[config.mk]
export PLATFORM = sky130hd
export DESIGN_NAME = cs_mem_sequencer_flat
export DESIGN_NICKNAME = d
export VERILOG_FILES = /design/src/rtl/cs_mem_sequencer_if.sv /design/src/rtl/cs_mem_sequencer.sv /design/src/flat_wrapper.sv
export SDC_FILE = /design/constraint.sdc
export NUM_CORES = 1
export LEC_CHECK = 0
export CAP_MARGIN = 20
export CORE_AREA = 3 3 88 90
export DETAILED_ROUTE_END_ITERATION = 6
export DIE_AREA = 0 0 91 93
export PLACE_DENSITY = 0.63
export SLEW_MARGIN = 5
export SYNTH_ARGS = -nofsm -noshare
export SYNTH_HDL_FRONTEND = slang
export SYNTH_SLANG_ARGS = --single-unit
[constraint.sdc]
create_clock -name CS_MEM_SEQ_CLOCK_50 -period 1.96 [get_ports CS_MEM_SEQ_CLOCK_50]
set_input_delay 0.392 -clock CS_MEM_SEQ_CLOCK_50 [delete_from_list [all_inputs] [get_ports CS_MEM_SEQ_CLOCK_50]]
set_output_delay 0.392 -clock CS_MEM_SEQ_CLOCK_50 [all_outputs]
set_load 0.02 [all_outputs]
[src/rtl/cs_mem_sequencer_if.sv]
`default_nettype none
// ============================================================================
//  Module      : cs_mem_sequencer_if
//  Description : Bundle of the MIR request, main-memory handshake and status
//                signals used by the memory-access sequencer of the
//                microprogrammed control unit.
//                  master modport : the sequencer itself
//                    in  : RD/WR fields, datapath address, memory ACK,
//                          fault clear from the control store
//                    out : memory strobes and address, stall, done pulse,
//                          sticky fault and code, wait count
//                  slave modport  : the surrounding control unit / memory
//  Revision    : 1.0  initial release
// ============================================================================
interface cs_mem_sequencer_if #(
  parameter int DATAWIDTH_ADDR = 32,
  parameter int TIMEOUT_WIDTH  = 8
);

  logic                      CS_MEM_SEQ_RD_In;
  logic                      CS_MEM_SEQ_WR_In;
  logic [DATAWIDTH_ADDR-1:0] CS_MEM_SEQ_ADDR_InBUS;
  logic                      CS_MEM_SEQ_ACK_In;
  logic                      CS_MEM_SEQ_Fault_Clear_In;
  logic                      CS_MEM_SEQ_MemRD_Out;
  logic                      CS_MEM_SEQ_MemWR_Out;
  logic [DATAWIDTH_ADDR-1:0] CS_MEM_SEQ_MemADDR_OutBUS;
  logic                      CS_MEM_SEQ_Stall_Out;
  logic                      CS_MEM_SEQ_Done_Out;
  logic                      CS_MEM_SEQ_Fault_Out;
  logic [1:0]                CS_MEM_SEQ_FaultCode_OutBUS;
  logic [TIMEOUT_WIDTH-1:0]  CS_MEM_SEQ_WaitCount_OutBUS;

  modport master (
    input  CS_MEM_SEQ_RD_In,
    input  CS_MEM_SEQ_WR_In,
    input  CS_MEM_SEQ_ADDR_InBUS,
    input  CS_MEM_SEQ_ACK_In,
    input  CS_MEM_SEQ_Fault_Clear_In,
    output CS_MEM_SEQ_MemRD_Out,
    output CS_MEM_SEQ_MemWR_Out,
    output CS_MEM_SEQ_MemADDR_OutBUS,
    output CS_MEM_SEQ_Stall_Out,
    output CS_MEM_SEQ_Done_Out,
    output CS_MEM_SEQ_Fault_Out,
    output CS_MEM_SEQ_FaultCode_OutBUS,
    output CS_MEM_SEQ_WaitCount_OutBUS
  );

  modport slave (
    output CS_MEM_SEQ_RD_In,
    output CS_MEM_SEQ_WR_In,
    output CS_MEM_SEQ_ADDR_InBUS,
    output CS_MEM_SEQ_ACK_In,
    output CS_MEM_SEQ_Fault_Clear_In,
    input  CS_MEM_SEQ_MemRD_Out,
    input  CS_MEM_SEQ_MemWR_Out,
    input  CS_MEM_SEQ_MemADDR_OutBUS,
    input  CS_MEM_SEQ_Stall_Out,
    input  CS_MEM_SEQ_Done_Out,
    input  CS_MEM_SEQ_Fault_Out,
    input  CS_MEM_SEQ_FaultCode_OutBUS,
    input  CS_MEM_SEQ_WaitCount_OutBUS
  );

endinterface
`default_nettype wire

[src/rtl/cs_mem_sequencer.sv]
`default_nettype none
// ============================================================================
//  Module      : cs_mem_sequencer
//  Description : Sequences main-memory reads/writes requested by the MIR
//                RD/WR fields. Latches the address, drives the strobe until
//                ACK, stalls the CSAI/MIR path meanwhile, and raises a sticky
//                fault on misaligned (01), timed-out (10) or RD&WR (11)
//                requests until the control store clears it.
//  Ports       : CS_MEM_SEQ_CLOCK_50     - clock, rising edge
//                CS_MEM_SEQ_RESET_InLow  - asynchronous active-low reset
//                bus (master modport)    - request, memory handshake, status
//  Note        : DATAWIDTH_ADDR / TIMEOUT_WIDTH must match the values the
//                connected interface instance was built with.
//                TIMEOUT_CYCLES legal range is 1 .. 2**TIMEOUT_WIDTH-1.
//  Revision    : 1.0  initial release
// ============================================================================
module cs_mem_sequencer #(
  parameter int DATAWIDTH_ADDR = 32,
  parameter int TIMEOUT_WIDTH  = 8,
  parameter int TIMEOUT_CYCLES = 200
) (
  input  wire                  CS_MEM_SEQ_CLOCK_50,
  input  wire                  CS_MEM_SEQ_RESET_InLow,
  cs_mem_sequencer_if.master   bus
);

  localparam logic [1:0] CODE_NONE     = 2'b00;
  localparam logic [1:0] CODE_MISALIGN = 2'b01;
  localparam logic [1:0] CODE_TIMEOUT  = 2'b10;
  localparam logic [1:0] CODE_ILLEGAL  = 2'b11;

  // One extra bit so counter+1 can never wrap before the compare.
  localparam logic [TIMEOUT_WIDTH:0] TIMEOUT_LIMIT = (TIMEOUT_WIDTH+1)'(TIMEOUT_CYCLES);

  typedef enum logic [1:0] {
    S_IDLE   = 2'd0,
    S_ACCESS = 2'd1,
    S_DONE   = 2'd2,
    S_FAULT  = 2'd3
  } state_t;

  state_t                    state, state_nxt;
  logic [DATAWIDTH_ADDR-1:0] mem_addr, mem_addr_nxt;
  logic                      dir_wr, dir_wr_nxt;
  logic [TIMEOUT_WIDTH-1:0]  cnt, cnt_nxt;
  logic [TIMEOUT_WIDTH-1:0]  wait_count, wait_count_nxt;
  logic [1:0]                fault_code, fault_code_nxt;
  logic [TIMEOUT_WIDTH:0]    cnt_inc;
  logic                      req;

  assign req     = bus.CS_MEM_SEQ_RD_In | bus.CS_MEM_SEQ_WR_In;
  assign cnt_inc = {1'b0, cnt} + (TIMEOUT_WIDTH+1)'(1);

  // State and datapath registers
  always_ff @(posedge CS_MEM_SEQ_CLOCK_50 or negedge CS_MEM_SEQ_RESET_InLow) begin
    if (!CS_MEM_SEQ_RESET_InLow) begin
      state      <= S_IDLE;
      mem_addr   <= '0;
      dir_wr     <= 1'b0;
      cnt        <= '0;
      wait_count <= '0;
      fault_code <= CODE_NONE;
    end else begin
      state      <= state_nxt;
      mem_addr   <= mem_addr_nxt;
      dir_wr     <= dir_wr_nxt;
      cnt        <= cnt_nxt;
      wait_count <= wait_count_nxt;
      fault_code <= fault_code_nxt;
    end
  end

  // Next-state, datapath update and outputs
  always_comb begin
    state_nxt      = state;
    mem_addr_nxt   = mem_addr;
    dir_wr_nxt     = dir_wr;
    cnt_nxt        = cnt;
    wait_count_nxt = wait_count;
    fault_code_nxt = fault_code;

    bus.CS_MEM_SEQ_MemRD_Out = 1'b0;
    bus.CS_MEM_SEQ_MemWR_Out = 1'b0;
    bus.CS_MEM_SEQ_Stall_Out = 1'b0;
    bus.CS_MEM_SEQ_Done_Out  = 1'b0;
    bus.CS_MEM_SEQ_Fault_Out = 1'b0;

    case (state)
      S_IDLE: begin
        // Combinational stall so the MIR holds on the very edge the request
        // is accepted; gated by reset so every output reads 0 in reset.
        bus.CS_MEM_SEQ_Stall_Out = req & CS_MEM_SEQ_RESET_InLow;
        if (bus.CS_MEM_SEQ_RD_In && bus.CS_MEM_SEQ_WR_In) begin
          state_nxt      = S_FAULT;
          fault_code_nxt = CODE_ILLEGAL;
        end else if (req && (bus.CS_MEM_SEQ_ADDR_InBUS[1:0] != 2'b00)) begin
          state_nxt      = S_FAULT;
          fault_code_nxt = CODE_MISALIGN;
        end else if (req) begin
          state_nxt    = S_ACCESS;
          mem_addr_nxt = bus.CS_MEM_SEQ_ADDR_InBUS;
          dir_wr_nxt   = bus.CS_MEM_SEQ_WR_In;
          cnt_nxt      = '0;
        end
      end

      S_ACCESS: begin
        bus.CS_MEM_SEQ_MemRD_Out = ~dir_wr;
        bus.CS_MEM_SEQ_MemWR_Out = dir_wr;
        bus.CS_MEM_SEQ_Stall_Out = 1'b1;
        if (cnt != '1) begin
          cnt_nxt = cnt_inc[TIMEOUT_WIDTH-1:0];
        end
        // ACK is tested first so it wins over a coincident timeout.
        if (bus.CS_MEM_SEQ_ACK_In) begin
          state_nxt      = S_DONE;
          wait_count_nxt = cnt_inc[TIMEOUT_WIDTH-1:0];
        end else if (cnt_inc == TIMEOUT_LIMIT) begin
          state_nxt      = S_FAULT;
          fault_code_nxt = CODE_TIMEOUT;
        end
      end

      S_DONE: begin
        bus.CS_MEM_SEQ_Done_Out = 1'b1;
        state_nxt               = S_IDLE;
      end

      S_FAULT: begin
        bus.CS_MEM_SEQ_Stall_Out = 1'b1;
        bus.CS_MEM_SEQ_Fault_Out = 1'b1;
        if (bus.CS_MEM_SEQ_Fault_Clear_In) begin
          state_nxt      = S_IDLE;
          fault_code_nxt = CODE_NONE;
        end
      end

      default: state_nxt = S_IDLE;
    endcase
  end

  assign bus.CS_MEM_SEQ_MemADDR_OutBUS   = mem_addr;
  assign bus.CS_MEM_SEQ_FaultCode_OutBUS = fault_code;
  assign bus.CS_MEM_SEQ_WaitCount_OutBUS = wait_count;

endmodule
`default_nettype wire

[src/flat_wrapper.sv]
// flat-port wrapper written by rule: the top's interface ports become plain ports
module cs_mem_sequencer_flat 
#(
  parameter int DATAWIDTH_ADDR = 32,
  parameter int TIMEOUT_WIDTH  = 8,
  parameter int TIMEOUT_CYCLES = 200
)
  (CS_MEM_SEQ_CLOCK_50, CS_MEM_SEQ_RESET_InLow, bus_CS_MEM_SEQ_RD_In, bus_CS_MEM_SEQ_WR_In, bus_CS_MEM_SEQ_ADDR_InBUS, bus_CS_MEM_SEQ_ACK_In, bus_CS_MEM_SEQ_Fault_Clear_In, bus_CS_MEM_SEQ_MemRD_Out, bus_CS_MEM_SEQ_MemWR_Out, bus_CS_MEM_SEQ_MemADDR_OutBUS, bus_CS_MEM_SEQ_Stall_Out, bus_CS_MEM_SEQ_Done_Out, bus_CS_MEM_SEQ_Fault_Out, bus_CS_MEM_SEQ_FaultCode_OutBUS, bus_CS_MEM_SEQ_WaitCount_OutBUS);
  cs_mem_sequencer_if #(.DATAWIDTH_ADDR(DATAWIDTH_ADDR), .TIMEOUT_WIDTH(TIMEOUT_WIDTH)) bus_i ();
  input  wire CS_MEM_SEQ_CLOCK_50;
  input  wire CS_MEM_SEQ_RESET_InLow;
  input wire logic [$bits(bus_i.CS_MEM_SEQ_RD_In)-1:0] bus_CS_MEM_SEQ_RD_In;
  input wire logic [$bits(bus_i.CS_MEM_SEQ_WR_In)-1:0] bus_CS_MEM_SEQ_WR_In;
  input wire logic [$bits(bus_i.CS_MEM_SEQ_ADDR_InBUS)-1:0] bus_CS_MEM_SEQ_ADDR_InBUS;
  input wire logic [$bits(bus_i.CS_MEM_SEQ_ACK_In)-1:0] bus_CS_MEM_SEQ_ACK_In;
  input wire logic [$bits(bus_i.CS_MEM_SEQ_Fault_Clear_In)-1:0] bus_CS_MEM_SEQ_Fault_Clear_In;
  output wire logic [$bits(bus_i.CS_MEM_SEQ_MemRD_Out)-1:0] bus_CS_MEM_SEQ_MemRD_Out;
  output wire logic [$bits(bus_i.CS_MEM_SEQ_MemWR_Out)-1:0] bus_CS_MEM_SEQ_MemWR_Out;
  output wire logic [$bits(bus_i.CS_MEM_SEQ_MemADDR_OutBUS)-1:0] bus_CS_MEM_SEQ_MemADDR_OutBUS;
  output wire logic [$bits(bus_i.CS_MEM_SEQ_Stall_Out)-1:0] bus_CS_MEM_SEQ_Stall_Out;
  output wire logic [$bits(bus_i.CS_MEM_SEQ_Done_Out)-1:0] bus_CS_MEM_SEQ_Done_Out;
  output wire logic [$bits(bus_i.CS_MEM_SEQ_Fault_Out)-1:0] bus_CS_MEM_SEQ_Fault_Out;
  output wire logic [$bits(bus_i.CS_MEM_SEQ_FaultCode_OutBUS)-1:0] bus_CS_MEM_SEQ_FaultCode_OutBUS;
  output wire logic [$bits(bus_i.CS_MEM_SEQ_WaitCount_OutBUS)-1:0] bus_CS_MEM_SEQ_WaitCount_OutBUS;
  assign bus_i.CS_MEM_SEQ_RD_In = bus_CS_MEM_SEQ_RD_In;
  assign bus_i.CS_MEM_SEQ_WR_In = bus_CS_MEM_SEQ_WR_In;
  assign bus_i.CS_MEM_SEQ_ADDR_InBUS = bus_CS_MEM_SEQ_ADDR_InBUS;
  assign bus_i.CS_MEM_SEQ_ACK_In = bus_CS_MEM_SEQ_ACK_In;
  assign bus_i.CS_MEM_SEQ_Fault_Clear_In = bus_CS_MEM_SEQ_Fault_Clear_In;
  assign bus_CS_MEM_SEQ_MemRD_Out = bus_i.CS_MEM_SEQ_MemRD_Out;
  assign bus_CS_MEM_SEQ_MemWR_Out = bus_i.CS_MEM_SEQ_MemWR_Out;
  assign bus_CS_MEM_SEQ_MemADDR_OutBUS = bus_i.CS_MEM_SEQ_MemADDR_OutBUS;
  assign bus_CS_MEM_SEQ_Stall_Out = bus_i.CS_MEM_SEQ_Stall_Out;
  assign bus_CS_MEM_SEQ_Done_Out = bus_i.CS_MEM_SEQ_Done_Out;
  assign bus_CS_MEM_SEQ_Fault_Out = bus_i.CS_MEM_SEQ_Fault_Out;
  assign bus_CS_MEM_SEQ_FaultCode_OutBUS = bus_i.CS_MEM_SEQ_FaultCode_OutBUS;
  assign bus_CS_MEM_SEQ_WaitCount_OutBUS = bus_i.CS_MEM_SEQ_WaitCount_OutBUS;
  cs_mem_sequencer #(.DATAWIDTH_ADDR(DATAWIDTH_ADDR), .TIMEOUT_WIDTH(TIMEOUT_WIDTH), .TIMEOUT_CYCLES(TIMEOUT_CYCLES)) u_core (.CS_MEM_SEQ_CLOCK_50(CS_MEM_SEQ_CLOCK_50), .CS_MEM_SEQ_RESET_InLow(CS_MEM_SEQ_RESET_InLow), .bus(bus_i));
endmodule
==> results.cfg <==
[outcome]
status = completed

[global_routing]
grt_pass1_vias = 2104
antenna_found_initial = 0
grt.overflow.total = 0
grt_max_degree = 54
grt_usage_pct = 14.1
grt_pass1_wl_um = 9690

[synth]
netlist_instances = 275
async_reset_ff_share_pct = 100
ys_ff_latch = 53
syn_area_per_cell_um2 = 8.82
yosys.cell_types.count = 39
synthesis.nets = 315
synth_edf_count = 0
yosys_most_used_dff = dfrtp_1
syn-cell-area_mm2 = 0.00243
yosys_warnings = 0
yosysSeqAreaShare_pct = 54.7

[routing]
wl_per_cell_um = 12.4
drt_iter0_markers = 81
vias = 2115
viasPerCell = 4.52
wl_um = 5790
drt-pass1-iter-count = 4
drtAntennaViolNets = 0
drc = 0

[sta]
worstMarginPinSlew_ns = 0.659
fin_worst_skew_ns = 0.00732
rsz0062_at_grt = yes
setup_viol = 0
drv_slew = 0
post-route-period-util_pct = 96.0
fin_setup_tns_ns = 0
fin_crit_ns = 1.88
fmax_mhz = 531
finalHoldViolations = 0
maxSlewHeadroom_pct = 56.1

[worst_hold_path]
hold_class = input pin to asynchronous set/reset pin

[clock_tree]
insertion_delay_ns = 0.30
ctsHoldBuffers = 0
cts_tree = done
root_buffer = clkbuf_8
clk_path_buf_depth = 2
cts.sinks = 53
clk_pin_slew_ns = 0.09
cts_buffers = 5
cts.htree.levels = 2

[critical_path]
slowest_delay_ns = 0.49
crit_family = simple AND/OR/NAND/NOR gates
cp-end-kind = register
critPathBufInv = 1
cp.required_ns = 2.14
criticalPathCategory = register to register
critPathMaxFanout = 4
worstSetupStartpointType = register
worst_ep_arrival_time_ns = 2.06
cp_cell_sequence = buf_4 > and3_4 > xnor2_1 > or4b_1 > a22oi_2 > o21ai_0
crit_slowest_cell = or4b_1

[floorplanning]
die_y_um = 93
fp.dieW_um = 91
core_area_mm2 = 0.00714
start_util_pct = 34.0
ios = 85
die_area_mm2 = 0.00846
num_rows = 31

[final_layout]
final-seq-area_mm2 = 0.00133
multi_input_area_mm2 = 0.00101
area_growth_pct = 46.6
num-nets-final = 409
drive_above_1_share_pct = 10.0
n_fill_cell = 703
diodes = 0

[pwr]
p_int_mw = 3.24
p_leak_nw = 1.65
p_sw_mw = 2.11
fin_total_pwr_mw = 5.35
p_seq_share_pct = 36.5
cellPowerDensity_mw_per_mm2 = 1500
switching_share_pct = 39.4
vdd.ir_drop.worst_mv = 0.639
pwr-share-comb_pct = 51.9
clock_power_share_pct = 11.6

[placement]
gp_congestion = 0.812
port_buffers = 84
dp_hpwl_um = 4240

[job]
drv_cap = 0
-- cell type report --
class | count | area share [%]
sequential | 53 | 37.3
multi-input combinational | 200 | 28.5
timing repair buffer | 104 | 27.7
tap | 99 | 3.48
clock buffer | 6 | 2.32
inverter | 5 | 0.528
clock inverter | 1 | 0.211
-- metrics by stage --
step                      cell area, µm²  std cells  util, %  hold slack (ns)  worst slack [ns]
final                               3560        468     49.8            0.225            0.0781
after global routing                3560        468     49.8            0.290          -0.00385
after CTS                           3540        467     49.6            0.266            0.0200
after detailed placement            3450        460     48.4            0.461            -0.115
after global placement              3450        460     48.4            0.456            -0.104
after floorplan                     2430        275        -           0.0964           0.00265
-- cells in the final DEF (no fill, tap or decap), types with 5 or more instances in the layout --
cell	count
nand2_1	111
xnor2_1	6
dfrtp_1	52
a21oi_1	8
clkdlybuf4s50_1	78
buf_4	20
clkbuf_8	6
o21ai_0	14
nor2_1	11
inv_1	5
-- layer usage --
metal	wire length [µm]	share of wire, %	vias to the layer above	global-route usage, %
met5	0	0	-	0
met4	77	1.3	0	4.65
met3	319	5.5	6	3.70
met2	2720	47	57	22.9
met1	2670	46	977	18.2
li1	-	-	1075	-
-- power by group through the flow --
| stage | Combinational (mW) | Sequential (mW) | Clock [mW] |
|---|---|---|---|
| global placement | 2.78 | 1.96 | 0 |
| finish | 2.77 | 1.95 | 0.621 |
| global route | 3.04 | 2.03 | 0.684 |
| floorplan | 1.02 | 2.40 | 0 |
| detailed placement | 2.81 | 1.97 | 0 |
| CTS | 2.79 | 1.96 | 0.647 |
-- worst paths after layout --
| check | from | endpoint | slack (ns) | cells past startpoint |
|---|---|---|---|---|
| min | CS_MEM_SEQ_RESET_InLow | u_core.bus.CS_MEM_SEQ_WaitCount_OutBUS[6]$_DFFE_PN0P_ | 0.22 | 2 |
| min in group CS_MEM_SEQ_CLOCK_50 | u_core.bus.CS_MEM_SEQ_MemADDR_OutBUS[23]$_DFFE_PN0P_ | u_core.bus.CS_MEM_SEQ_MemADDR_OutBUS[23]$_DFFE_PN0P_ | 0.48 | 2 |
| max reg2reg | u_core.cnt[0]$_DFFE_PN0P_ | u_core.bus.CS_MEM_SEQ_FaultCode_OutBUS[0]$_DFFE_PN0P_ | 0.08 | 6 |
| min reg2reg | u_core.bus.CS_MEM_SEQ_MemADDR_OutBUS[23]$_DFFE_PN0P_ | u_core.bus.CS_MEM_SEQ_MemADDR_OutBUS[23]$_DFFE_PN0P_ | 0.48 | 2 |
| max | u_core.cnt[0]$_DFFE_PN0P_ | u_core.bus.CS_MEM_SEQ_FaultCode_OutBUS[0]$_DFFE_PN0P_ | 0.08 | 6 |
| max in group asynchronous | CS_MEM_SEQ_RESET_InLow | u_core.state[1]$_DFFE_PN0P_ | 1.26 | 2 |
-- state kept, by name (all words and copies together), names as in the netlist --
name and cells:
u_core.dir_wr 1, u_core.state 2, u_core.cnt 8, u_core.bus.CS_MEM_SEQ_FaultCode_OutBUS 2
u_core.bus.CS_MEM_SEQ_WaitCount_OutBUS 8, u_core.bus.CS_MEM_SEQ_MemADDR_OutBUS 32
-- cell usage after synthesis, types with 3 or more instances --
library cell,number,share of area [%]
nand2_1,111,17
clkbuf_1,12,1.9
nand3_1,3,0.62
a21oi_1,8,1.7
mux2_2,3,1.4
inv_1,5,0.77
dfrtp_1,53,55
o31ai_1,3,0.93
a31oi_1,4,1.0
nor2b_1,4,1.0
o211ai_1,3,0.93
o21ai_0,14,2.9
and2_1,3,0.77
nor2_1,11,1.7
xnor2_1,6,2.2
-- cells by family after synthesis --
family,share of synthesized area [%]
and+or+nand+nor,24.7
DFF,54.7
AOI/OAI and AO/OA,11.0
buffers and inverters,3.92
xor gates and xnor gates,2.89
muxes,1.80
adders and majority gates,1.03
-- repair_timing --
item,4_1_cts,5_1_grt
setup buffers,0,1
pin swaps,1,1
hold endpoints to repair,0,0
resized for setup,5,3
setup endpoints to repair,6,4
(Power assumes the default switching activity.)
